`src/rtl/memctrl_arb.sv`:
```
// memctrl_arb: arbitrates NUM_CH requestors onto a single byte-wide synchronous
// RAM bus and serialises variable-length loads/stores of up to DATA_W/8 bytes.
//
// Ports:
//   clk, rst            clock, synchronous active-high reset
//   rdy                 global enable; low freezes the block and blocks writes
//   io_buffer_full      IO sink busy; stalls writes into the IO region
//   mem_din             RAM read byte, valid the cycle after its address
//   mem_wr              1 = RAM write this cycle (combinational)
//   mem_a, mem_dout     RAM byte address and write byte (hold when idle)
//   req_valid/we/sext   per-channel request, direction, sign-extend flag
//   req_len/addr/wdata  per-channel byte count, start address, store data
//   grant               one-hot channel currently being served
//   done                one-cycle completion pulse per channel
//   rdata               load result, valid while done is high
module memctrl_arb #(
  parameter int unsigned       NUM_CH     = 2,
  parameter int unsigned       ADDR_W     = 32,
  parameter int unsigned       DATA_W     = 32,
  parameter int unsigned       LEN_W      = 3,
  parameter int unsigned       FIXED_PRIO = 0,
  parameter logic [ADDR_W-1:0] IO_BASE    = ADDR_W'(32'h30000)
) (
  input  logic                       clk,
  input  logic                       rst,
  input  logic                       rdy,
  input  logic                       io_buffer_full,
  input  logic [7:0]                 mem_din,
  output logic                       mem_wr,
  output logic [ADDR_W-1:0]          mem_a,
  output logic [7:0]                 mem_dout,
  input  logic [NUM_CH-1:0]          req_valid,
  input  logic [NUM_CH-1:0]          req_we,
  input  logic [NUM_CH-1:0]          req_sext,
  input  logic [NUM_CH*LEN_W-1:0]    req_len,
  input  logic [NUM_CH*ADDR_W-1:0]   req_addr,
  input  logic [NUM_CH*DATA_W-1:0]   req_wdata,
  output logic [NUM_CH-1:0]          grant,
  output logic [NUM_CH-1:0]          done,
  output logic [DATA_W-1:0]          rdata
);

  localparam int unsigned MAXB  = DATA_W / 8;
  localparam int unsigned PTR_W = (NUM_CH > 1) ? $clog2(NUM_CH) : 1;

  typedef enum logic [1:0] {
    IDLE  = 2'd0,
    READ  = 2'd1,
    WRITE = 2'd2
  } state_t;

  state_t              state_q, state_d;
  logic [PTR_W-1:0]    rr_ptr_q, rr_ptr_d;
  logic [ADDR_W-1:0]   addr_q, addr_d;
  logic [LEN_W-1:0]    len_q, len_d;
  logic [LEN_W-1:0]    cnt_q, cnt_d;
  logic                sext_q, sext_d;
  logic [DATA_W-1:0]   wdata_q, wdata_d;
  logic [DATA_W-1:0]   rbuf_q, rbuf_d;
  logic [DATA_W-1:0]   rdata_q, rdata_d;
  logic [NUM_CH-1:0]   grant_q, grant_d;
  logic [NUM_CH-1:0]   done_q, done_d;
  logic [ADDR_W-1:0]   a_hold_q;
  logic [7:0]          dout_hold_q;
  logic [7:0]          din_hold_q;
  logic                din_hold_vld_q;

  logic [NUM_CH-1:0]   eligible;
  logic                found;
  logic [PTR_W-1:0]    win;
  logic [PTR_W-1:0]    cand;
  logic [LEN_W-1:0]    w_len;
  logic                w_len_ok;
  logic                stall;
  logic                bus_act;
  logic [ADDR_W-1:0]   cur_a;
  logic [7:0]          cur_dout;
  logic [7:0]          din_eff;
  logic [DATA_W-1:0]   rfull;
  logic [DATA_W-1:0]   rext;
  logic                sign;

  // Channel index base+off, wrapped into 0..NUM_CH-1 (off < NUM_CH).
  function automatic logic [PTR_W-1:0] wrap_idx(input logic [PTR_W-1:0] base,
                                                input int unsigned off);
    int unsigned j;
    j = 32'(base) + off;
    if (j >= NUM_CH) j = j - NUM_CH;
    return PTR_W'(j);
  endfunction

  // Arbitration: done masks a request whose completion is still being reported.
  always_comb begin
    eligible = req_valid & ~done_q;
    found    = 1'b0;
    win      = '0;
    cand     = '0;
    for (int unsigned i = 0; i < NUM_CH; i++) begin
      cand = (FIXED_PRIO != 0) ? PTR_W'(i) : wrap_idx(rr_ptr_q, i);
      if (!found && eligible[cand]) begin
        found = 1'b1;
        win   = cand;
      end
    end
  end

  assign w_len    = req_len[32'(win)*LEN_W +: LEN_W];
  assign w_len_ok = (w_len != '0) && (32'(w_len) <= MAXB);

  // Bus-side view of the current transfer.
  assign stall    = (state_q == WRITE) && (addr_q >= IO_BASE) && io_buffer_full;
  assign bus_act  = ((state_q == READ) && (cnt_q < len_q)) || (state_q == WRITE);
  assign cur_a    = addr_q + ADDR_W'(cnt_q);
  assign cur_dout = wdata_q[8*32'(cnt_q) +: 8];

  // A byte returned just before a freeze is replaced by the RAM during the
  // frozen cycles, so the first frozen edge parks it for use on resume.
  assign din_eff  = din_hold_vld_q ? din_hold_q : mem_din;

  assign mem_a    = bus_act ? cur_a : a_hold_q;
  assign mem_dout = (state_q == WRITE) ? cur_dout : dout_hold_q;
  assign mem_wr   = !rst && rdy && (state_q == WRITE) && !stall;

  assign grant    = grant_q;
  assign done     = done_q;
  assign rdata    = rdata_q;

  // Read assembly: merge the arriving byte, then extend above 8*len.
  always_comb begin
    rfull = rbuf_q;
    if (cnt_q != '0) rfull[8*(32'(cnt_q)-1) +: 8] = din_eff;
    sign = 1'b0;
    for (int unsigned b = 0; b < MAXB; b++) begin
      if (sext_q && (32'(len_q) == b + 1)) sign = rfull[8*b+7];
    end
    rext = rfull;
    for (int unsigned b = 0; b < MAXB; b++) begin
      if (b >= 32'(len_q)) rext[8*b +: 8] = {8{sign}};
    end
  end

  // Next-state logic. Invalid lengths are latched as 0 and run through READ,
  // which finishes at cnt=0 with no bus traffic and a zero result.
  always_comb begin
    state_d  = state_q;
    rr_ptr_d = rr_ptr_q;
    addr_d   = addr_q;
    len_d    = len_q;
    cnt_d    = cnt_q;
    sext_d   = sext_q;
    wdata_d  = wdata_q;
    rbuf_d   = rbuf_q;
    rdata_d  = rdata_q;
    grant_d  = grant_q;
    done_d   = '0;
    case (state_q)
      IDLE: begin
        if (found) begin
          addr_d   = req_addr[32'(win)*ADDR_W +: ADDR_W];
          len_d    = w_len_ok ? w_len : '0;
          sext_d   = req_sext[win];
          wdata_d  = req_wdata[32'(win)*DATA_W +: DATA_W];
          cnt_d    = '0;
          rbuf_d   = '0;
          grant_d  = NUM_CH'(1) << win;
          rr_ptr_d = wrap_idx(win, 1);
          state_d  = (req_we[win] && w_len_ok) ? WRITE : READ;
        end
      end
      READ: begin
        rbuf_d = rfull;
        if (cnt_q == len_q) begin
          rdata_d = rext;
          done_d  = grant_q;
          grant_d = '0;
          state_d = IDLE;
        end else begin
          cnt_d = cnt_q + LEN_W'(1);
        end
      end
      WRITE: begin
        if (!stall) begin
          if (cnt_q == len_q - LEN_W'(1)) begin
            done_d  = grant_q;
            grant_d = '0;
            state_d = IDLE;
          end else begin
            cnt_d = cnt_q + LEN_W'(1);
          end
        end
      end
      default: state_d = IDLE;
    endcase
  end

  // State and datapath registers; rdy low freezes everything.
  always_ff @(posedge clk) begin
    if (rst) begin
      state_q     <= IDLE;
      rr_ptr_q    <= '0;
      addr_q      <= '0;
      len_q       <= '0;
      cnt_q       <= '0;
      sext_q      <= 1'b0;
      wdata_q     <= '0;
      rbuf_q      <= '0;
      rdata_q     <= '0;
      grant_q     <= '0;
      done_q      <= '0;
      a_hold_q    <= '0;
      dout_hold_q <= '0;
    end else if (rdy) begin
      state_q  <= state_d;
      rr_ptr_q <= rr_ptr_d;
      addr_q   <= addr_d;
      len_q    <= len_d;
      cnt_q    <= cnt_d;
      sext_q   <= sext_d;
      wdata_q  <= wdata_d;
      rbuf_q   <= rbuf_d;
      rdata_q  <= rdata_d;
      grant_q  <= grant_d;
      done_q   <= done_d;
      if (bus_act)          a_hold_q    <= cur_a;
      if (state_q == WRITE) dout_hold_q <= cur_dout;
    end
  end

  // Read-data park register for freezes.
  always_ff @(posedge clk) begin
    if (rst) begin
      din_hold_q     <= '0;
      din_hold_vld_q <= 1'b0;
    end else if (!rdy) begin
      if (!din_hold_vld_q) begin
        din_hold_q     <= mem_din;
        din_hold_vld_q <= 1'b1;
      end
    end else begin
      din_hold_vld_q <= 1'b0;
    end
  end

endmodule

```
`config.mk`:
```
export PLATFORM = sky130hd
export DESIGN_NAME = memctrl_arb
export DESIGN_NICKNAME = d
export VERILOG_FILES = /design/src/rtl/memctrl_arb.sv
export SDC_FILE = /design/constraint.sdc
export NUM_CORES = 1
export LEC_CHECK = 0
export ABC_AREA = 1
export CORE_MARGIN = 2
export CORE_UTILIZATION = 52
export DETAILED_ROUTE_END_ITERATION = 7
export GPL_TIMING_DRIVEN = 0
export PLACE_DENSITY = 0.82
export SYNTH_ARGS = -nofsm -noshare
export SYNTH_HDL_FRONTEND = slang
export SYNTH_SLANG_ARGS = --single-unit
```
`constraint.sdc`:
```
create_clock -name clk -period 3.9 [get_ports clk]
set_input_delay 0.975 -clock clk [delete_from_list [all_inputs] [get_ports clk]]
set_output_delay 0.975 -clock clk [all_outputs]
set_load 0.05 [all_outputs]
```
Word level (Yosys, flattened, before mapping) --
Cells that the tools add are included.
Word-level totals: bits in registers 191, output and inout bits 77
Cells by class: add/subtract/negate cells 10, multiply operators 1, $lt $le $gt $ge 13, equal/unequal tests 14, shift operators 7, multiplexer cells 49, bitwise gates (word level) 2, reductions and logical operators 28
Operator list (count):
- indexed part select 64 x 7 -> 32 bit | 2
- two-way mux 32 bit | 3
- one-hot mux 32 bit (2 select lines) | 1
- two-way mux 8 bit | 6
- negator 32 -> 34 bit | 1
- variable shift 8 x 34 -> 32 bit, first input constant | 1
- indexed part select 8 x 34 -> 32 bit | 1
- adder 32 x 3 -> 32 bit | 1
- bitwise mux 32 bit | 1
- >= comparator 32 x 18 -> 1 bit, second input constant | 1
- indexed part select 32 x 7 -> 8 bit | 1
- two-way mux 1 bit | 20
- two-way mux 2 bit | 9
- two-way mux 3 bit | 5
- logical AND 1 bit | 13
- one-hot mux 2 bit (3 select lines) | 2
- AND reduction 6 bit | 2
- inequality test 2 bit, second input constant | 5
- one-hot mux 3 bit (3 select lines) | 1
- AND reduction 3 bit | 3
- nonzero test 3 bit | 3
- == test 3 x 2 -> 1 bit, second input constant | 2
- == test 3 bit | 2
- >= comparator 1 x 3 -> 1 bit, first input constant | 2
- other kinds (27) | 36

Depth between registers and ports, before layout --
Gate-level depths: netlist of the first run.
depth in word-level cells 16, depth in mapped cells 25

Least setup slack after synthesis of the first run --
OpenSTA, ideal clock, no wires.
kind register to output, start register cnt_q[1], end output port mem_a[26], arrival time 3.168 ns, required time 2.925 ns, slack -0.243 ns, stages on the path, launching flop included 13, buffers on the path 1, cells stage by stage dfxtp_1 clkbuf_1 clkinv_1 fa_1 inv_1 nand2_1 a21oi_4 nand4_1 nor2_1 nand3_1 nor2_1 nand2_1 a31oi_1
Between the ends: longest elaborated chain between the ends 4, elaborated cells between the ends (all ways) 5
Ends and longest elaborated chain:
- from (decl) | line 56 | logic [LEN_W-1:0] cnt_q, cnt_d;
- from (signal assigned) | line 217 | cnt_q <= cnt_d;
- branches (longest 3 deep; another with adder 32 x 3 -> 32 bit)
- two-way mux 32 bit *
- to (decl) | line 30 | output logic [ADDR_W-1:0] mem_a,
Every way passes the cells marked *.

Worst setup path in the final report of the first run --
start register len_q[2], end output port mem_a[8]
Between the ends: longest elaborated chain between the ends 4
Ends and longest elaborated chain:
- from (decl) | line 55 | logic [LEN_W-1:0] len_q, len_d;
- from (signal assigned) | line 216 | len_q <= len_d;
- < comparator 3 bit | line 112 | assign bus_act = ((state_q == READ) && (cnt_q < len_q)) || (state_q == WRITE);
- logical AND 1 bit | line 112
- logical OR 1 bit | line 112
- two-way mux 32 bit
Every way passes these cells.

==> results.toml, run 1 <==
[outcome]
status = "finished clean"

[cells_and_area]
diodes = 0
final_cells = 2096
fin_nets = 1995
drive_gt1_share_pct = 9.18
syn2layout_area_growth_pct = 33.4

[sta]
setup_viol = 0
worst_pin_slew_ns = 1.07
whs_ns = 0.455
max_freq_mhz = 264
min_period_ns = 3.78
rsz0062_at_grt = "true"
relSlewSlack_pct = 27.6
finalHoldViolations = 0
final_max_slew_viol_count = 0
fin_crit_sh_pct = 97.0
fin_skew_ns = 0.0188

[clock_network]
tritoncts = "built"
worst_skew_pair.late_latency_ns = 0.46
cts_buffer_depth = 2
clkTransAtPathRegs_ns = 0.08
cts_hold_buf = 0
cts_root_buf = "clkbuf_16"
htree_levels = 4
cts_sinks = 191
numCtsBuffers = 17

[synth]
yosys_warnings = 0
ys_ff_latch = 191
async_flop_share_pct = 0
synth_edf_count = 0
synth.most_common_cell = "nand2_1"
ys_types = 47
syn_inst = 1563
syn_nets = 1740
synth_area_leaders = "dfxtp_1, nand2_1, o21ai_0, inv_1, nand3_1"
synth_top_area_share_pct = 36.5
ys_top_cells_by_count = "nand2_1, inv_1, dfxtp_1, o21ai_0, nand3_1"
synth.avg_cell_area_um2 = 6.70
ys_seq_area_share_pct = 36.5
synth_area_leader_cell = "dfxtp_1"
ys.flop_type = "dfxtp_1"
synth_area_mm2 = 0.0105

[global_routing]
grt.overflow.total = 0
use_met2_pct = 53.5
met3_usage_pct = 5.55
grt_pass1_vias = 10800
grt_use_met1_pct = 46.4
grt_pass1_wl_um = 57000
grt-busiest-layer = "met2"
track_usage_pct = 33.6
grt_antenna_before_repair = 0
grt_max_degree = 23

[floorplan]
fp.dieW_um = 146
rows = 51
initial_core_util_pct = 53.5
core-area_mm2 = 0.0196
die_h_um = 146
io_pins = 229
die_area_mm2 = 0.0213

[route]
drt_pass1_iterations = 8
vias = 11500
drt_first_iter_violations = 1023
routed_wl_um = 36100
antenna_left = 0
vias_per_cell = 5.47
remaining_drc_errors = 0
wire_per_inst_um = 17.2

[critical_path]
path_buf_inv = 5
cp-start-kind = "flip-flop"
cp-end-kind = "primary output"
timing.rr.start = "cnt_q[0]"
slowest_stage = "dfxtp_1"
path_class = "reg -> out"
cp_data_required_time_ns = 2.92
worst-path-max-fanout = 10
crit_top_cell = "buf_4"
rrSetupSlack_ns = 0.38
worst-r2r-cell-count = 19
max_stage_delay_ns = 0.31
cp_top_family = "buffers and inverters"
worstPathCellList = "buf_2 > clkinvlp_4 > ha_1 > a21oi_1 > o311ai_2 > nand2_1 > buf_4 > buf_4 > nor2_1 > a31oi_1 > buf_4"
worstReg2RegEnd = "rdata[20]"
cp.arrival_ns = 2.81

[place]
io_buffers = 228
placed_cells = 2056
hpwlAfterDp_um = 27900
gp_congestion = 0.961

[hold_path]
hold_end = "a_hold_q[25]"
hold_depth = 2
min_path_type = "reg -> reg"
worstHoldStart = "a_hold_q[25]"

[power_and_ir_drop]
p_total_uw = 6220
powerDensity_mw_per_mm2 = 445
max-vdd-ir-drop_mv = 0.293
p_leak_uw = 0.00605

[run]
drv_cap = 0
==> state kept, by name, summed over array words and instances, names as in the netlist <==
| name | count |
|---|---|
| cnt_q | 3 |
| addr_q | 32 |
| din_hold_q | 8 |
| dout_hold_q | 8 |
| len_q | 3 |
| grant | 2 |
| sext_q | 1 |
| done | 2 |
| din_hold_vld_q | 1 |
| rdata | 32 |
| rbuf_q | 32 |
| wdata_q | 32 |
| a_hold_q | 32 |
| rr_ptr_q | 1 |
| state_q | 2 |
==> worst min-delay path: cells and delay by family, from the launching register on <==
family / cells / cell delay, ns
flip-flops: 1 / 0.32
AND/OR/NAND/NOR: 2 / 0.10
==> power breakdown <==
part           switching [uW]  leakage (uW)  internal [uW]
Clock                     954      0.000304            894
Combinational            1380       0.00419            698
Sequential                165       0.00156           2130
Total                    2500       0.00605           3720
==> stage by stage <==
stage	setup WS, ns	TNS [ns]	util, %	instance area [um^2]
final	0.119	0	71.4	14000
after CTS	-0.00909	-0.00909	70.8	13900
after global placement	-1.30	-36.29	66.9	13100
after detailed placement	-1.29	-39.32	66.9	13100
after global routing	-0.0194	-0.0350	71.4	14000
after floorplan	-0.127	-1.13	-	10500
==> how the worst max path moves through the flow <==
stage,slack (ns),depth (start not counted),end,from
final,0.12,11,mem_a[8],len_q[2]
after global routing,-0.02,14,mem_a[30],cnt_q[0]
after CTS,-0.009,13,mem_a[18],cnt_q[1]
after detailed placement,-1.29,13,mem_a[18],cnt_q[1]
after global placement,-1.30,13,mem_a[18],cnt_q[1]
after floorplan,-0.13,8,mem_a[12],cnt_q[0]
==> timing repair <==
item / in CTS / in global routing
setup buffers: 8 / 3
pin swaps: 7 / 8
resized for setup: 235 / 65
endpoints found under the setup margin: 92 / 41
==> layer usage <==
metal	part of all wire [%]	up-vias
li1	-	5613
met1	44	5254
met2	46	519
met3	7.6	73
met4	2.5	0
met5	0	-
==> cell type report <==
type / count / area [um^2]
Fill cell: 1656 / 5610
Clock buffer: 17 / 425
Sequential cell: 191 / 3830
Inverter: 208 / 807
Clock inverter: 15 / 209
Multi-Input combinational cell: 1079 / 5670
Buffer: 82 / 387
Tap cell: 265 / 332
Timing Repair Buffer: 239 / 2310
==> cells by family after synthesis <==
| family | share of synthesized area, % |
|---|---|
| AND/OR/NAND/NOR | 27.7 |
| AO/OA/AOI/OAI | 20.3 |
| buffers and inverters | 10.8 |
| flip-flops | 36.5 |
| adder cells (fa/ha/maj) | 3.06 |
| XOR/XNOR | 1.67 |
==> cell usage in the layout, fill, tap and decap left out, types with 53 or more instances in the layout <==
cell type / n
o211ai_1: 66
a21oi_1: 88
clkdlybuf4s50_1: 187
o21ai_0: 147
clkbuf_1: 53
dfxtp_1: 188
nor2_1: 83
inv_1: 197
nand3_1: 101
nand2_1: 401
No activity file was read; power rests on OpenSTA's default activity.
==> run 2: changes to the inputs <==
Clock period 3.9 ns to 3.6 ns, I/O delays scaled along.
==> run 2 against run 1 <==
Net effect:
- the flow now finishes with violations (negative setup slack)
- final cell count up 1.0%
- count of clock-buffer cells in the layout is 2 higher
- worst hold slack gained 0.0029 ns
- utilization rose by 1.8 points
- wire length up 1.9%
- sequential power up 8.7%
- global-route usage fell by 0.095 points
- sequential cell count did not move
- critical endpoint is now mem_a[26]
==> results.toml, run 2 (synthesized netlist as in run 1, its figures left out) <==
[route]
wire_per_inst_um = 17.4
drt_pass1_iterations = 7
remaining_drc_errors = 0
antenna_left = 0
highest_layer = "met4"
dr_wl_met2_um = 16600
vias_per_cell = 5.58
m1WireLength_um = 15100
drt_first_iter_violations = 1117
routed_wl_um = 36800
vias = 11800
met3_length_um = 3810

[power_and_ir_drop]
p_int_uw = 4220
switching_share_pct = 38.3
power_frac_clock_pct = 29.1
powerDensity_mw_per_mm2 = 477
max-vdd-ir-drop_mv = 0.285
p_leak_uw = 0.00614
p_seq_share_pct = 36.4
p_switching_uw = 2620
combPwrFrac_pct = 34.5

[global_routing]
track_usage_pct = 33.5
grt_antenna_before_repair = 0
grt_max_degree = 19
grt_pass1_wl_um = 56900
grt.overflow.total = 0
grt_pass1_vias = 11100

[hold_path]
min_path_type = "reg -> reg"

[cells_and_area]
diodes = 0
regArea_mm2 = 0.00384
n_fill_cell = 1597
multiInputGateArea_mm2 = 0.00583
drive_gt1_share_pct = 11.7
design_area_mm2 = 0.0143
final_cell_mix = "nand2_1, inv_1, clkdlybuf4s50_1"
fin_nets = 2017
final_cells = 2118
syn2layout_area_growth_pct = 36.8
mostFrequentLayoutCell = "nand2_1"

[sta]
rsz0062_at_grt = "true"
fin_crit_sh_pct = 102
fin_skew_ns = 0.0115
worst_pin_slew_ns = 1.12
final_max_slew_viol_count = 0
min_period_ns = 3.67
finalHoldViolations = 0
setup_viol = 5
max_freq_mhz = 272
setup_ws_ns = -0.0717
whs_ns = 0.458
relSlewSlack_pct = 24.7

[floorplan]
core-area_mm2 = 0.0196
rows = 51
initial_core_util_pct = 53.5
io_pins = 229
die_h_um = 146
die_area_mm2 = 0.0213
fp.dieW_um = 146

[critical_path]
worst-r2r-cell-count = 21
worstPathCellList = "clkbuf_16 > clkinv_8 > fa_2 > inv_2 > nand2_4 > a21oi_4 > nand4_1 > nor2_4 > nand3_2 > nor2_1 > nand2_1 > a31oi_2 > buf_6"
cp-end-kind = "primary output"
cp_top_family = "simple AND/OR/NAND/NOR gates"
worstReg2RegEnd = "rdata[19]"
max_stage_delay_ns = 0.36
path_buf_inv = 4
cp_data_required_time_ns = 2.70
cp-start-kind = "flip-flop"
path_class = "reg -> out"
slowest_stage = "dfxtp_4"
worst-path-max-fanout = 5
startpoint = "cnt_q[1]"
cp.depth = 13
timing.rr.start = "cnt_q[1]"
cp.arrival_ns = 2.77
rrSetupSlack_ns = 0.23
critPathCapture = "mem_a[26]"

[clock_network]
cts_sinks = 191
clkTransAtPathRegs_ns = 0.08
numCtsBuffers = 17
cts_root_buf = "clkbuf_16"
cts_buffer_depth = 2
htree_levels = 4
worst_skew_pair.late_latency_ns = 0.45
tritoncts = "built"

[place]
io_buffers = 228
placed_cells = 2056
place_area_mm2 = 0.0131
hpwlAfterDp_um = 27300
gp_congestion = 0.988

[outcome]
violations = "negative setup slack"
status = "complete, but fails checks"

[run]
drv_cap = 0
-- run 2: cell types whose count changed in the layout (fill, tap and decap cells not counted), sizes merged --
cell / before / now
dlygate4sd2: 1 / 8
clkbuf: 79 / 81
clkinvlp: 1 / 2
buf: 64 / 85
bufinv: 0 / 2
nand3: 106 / 107
clkinv: 10 / 5
dlymetal6s2s: 7 / 0
-- run 2: stage by stage --
| stage | setup TNS, ns | utilization, % | power (uW) | setup WS [ns] |
|---|---|---|---|---|
| final | -0.208 | 73.1 | 6840 | -0.0717 |
| after floorplan | -3.44 | - | 3850 | -0.352 |
| after global routing | -1.30 | 73.1 | 7120 | -0.242 |
| after global placement | -53.98 | 67.0 | 4640 | -1.31 |
| after detailed placement | -57.34 | 67.0 | 4660 | -1.34 |
| after CTS | -0.433 | 71.5 | 6700 | -0.187 |
-- run 2: timing repair --
item	4_1_cts	5_1_grt
resized for setup	296	54
pin swaps	12	23
setup endpoints to repair	104	80
gates cloned	1	1
buffers inserted	13	20
hold buffers	0	0
-- run 2: worst min path at each step --
stage                       from      endpoint  cells past startpoint
floorplan           a_hold_q[17]  a_hold_q[17]                      2
global placement    a_hold_q[17]  a_hold_q[17]                      2
detailed placement  a_hold_q[17]  a_hold_q[17]                      2
CTS                 a_hold_q[17]  a_hold_q[17]                      2
global route        a_hold_q[17]  a_hold_q[17]                      2
finish              a_hold_q[17]  a_hold_q[17]                      2
-- run 2: worst min-delay path: stages (launching register included) --
cell	delay, ns
dfxtp_1	0.31
nand2_1	0.06
nand2_1	0.05
-- run 2: power groups by stage --
stage	Combinational, uW	Clock (uW)	Sequential, uW
2_1_floorplan	1290	0	2550
3_3_place_gp	2120	0	2510
3_5_place_dp	2150	0	2520
4_1_cts	2240	1990	2470
5_1_grt	2530	2080	2510
6_report	2360	1990	2490
-- run 2: layer usage --
metal	vias up	global-route usage (%)
met5	-	0
met4	0	14.3
met3	102	6.77
met2	650	53.4
met1	5399	44.2
li1	5670	-
-- run 2: final cells by class --
type,count,share of cell area (%)
Buffer,82,2.92
Clock buffer,19,3.16
Clock inverter,13,1.17
Inverter,208,5.68
Multi-Input combinational cell,1080,40.7
Sequential cell,191,26.8
Tap cell,265,2.31
Timing Repair Buffer,260,17.3
==> run 3: changes to the inputs <==
Settings changed: CTS_CLUSTER_DIAMETER set to 30.
==> results of run 3 <==
Same layout as run 2: the final DEF is identical, and so are final timing and power.
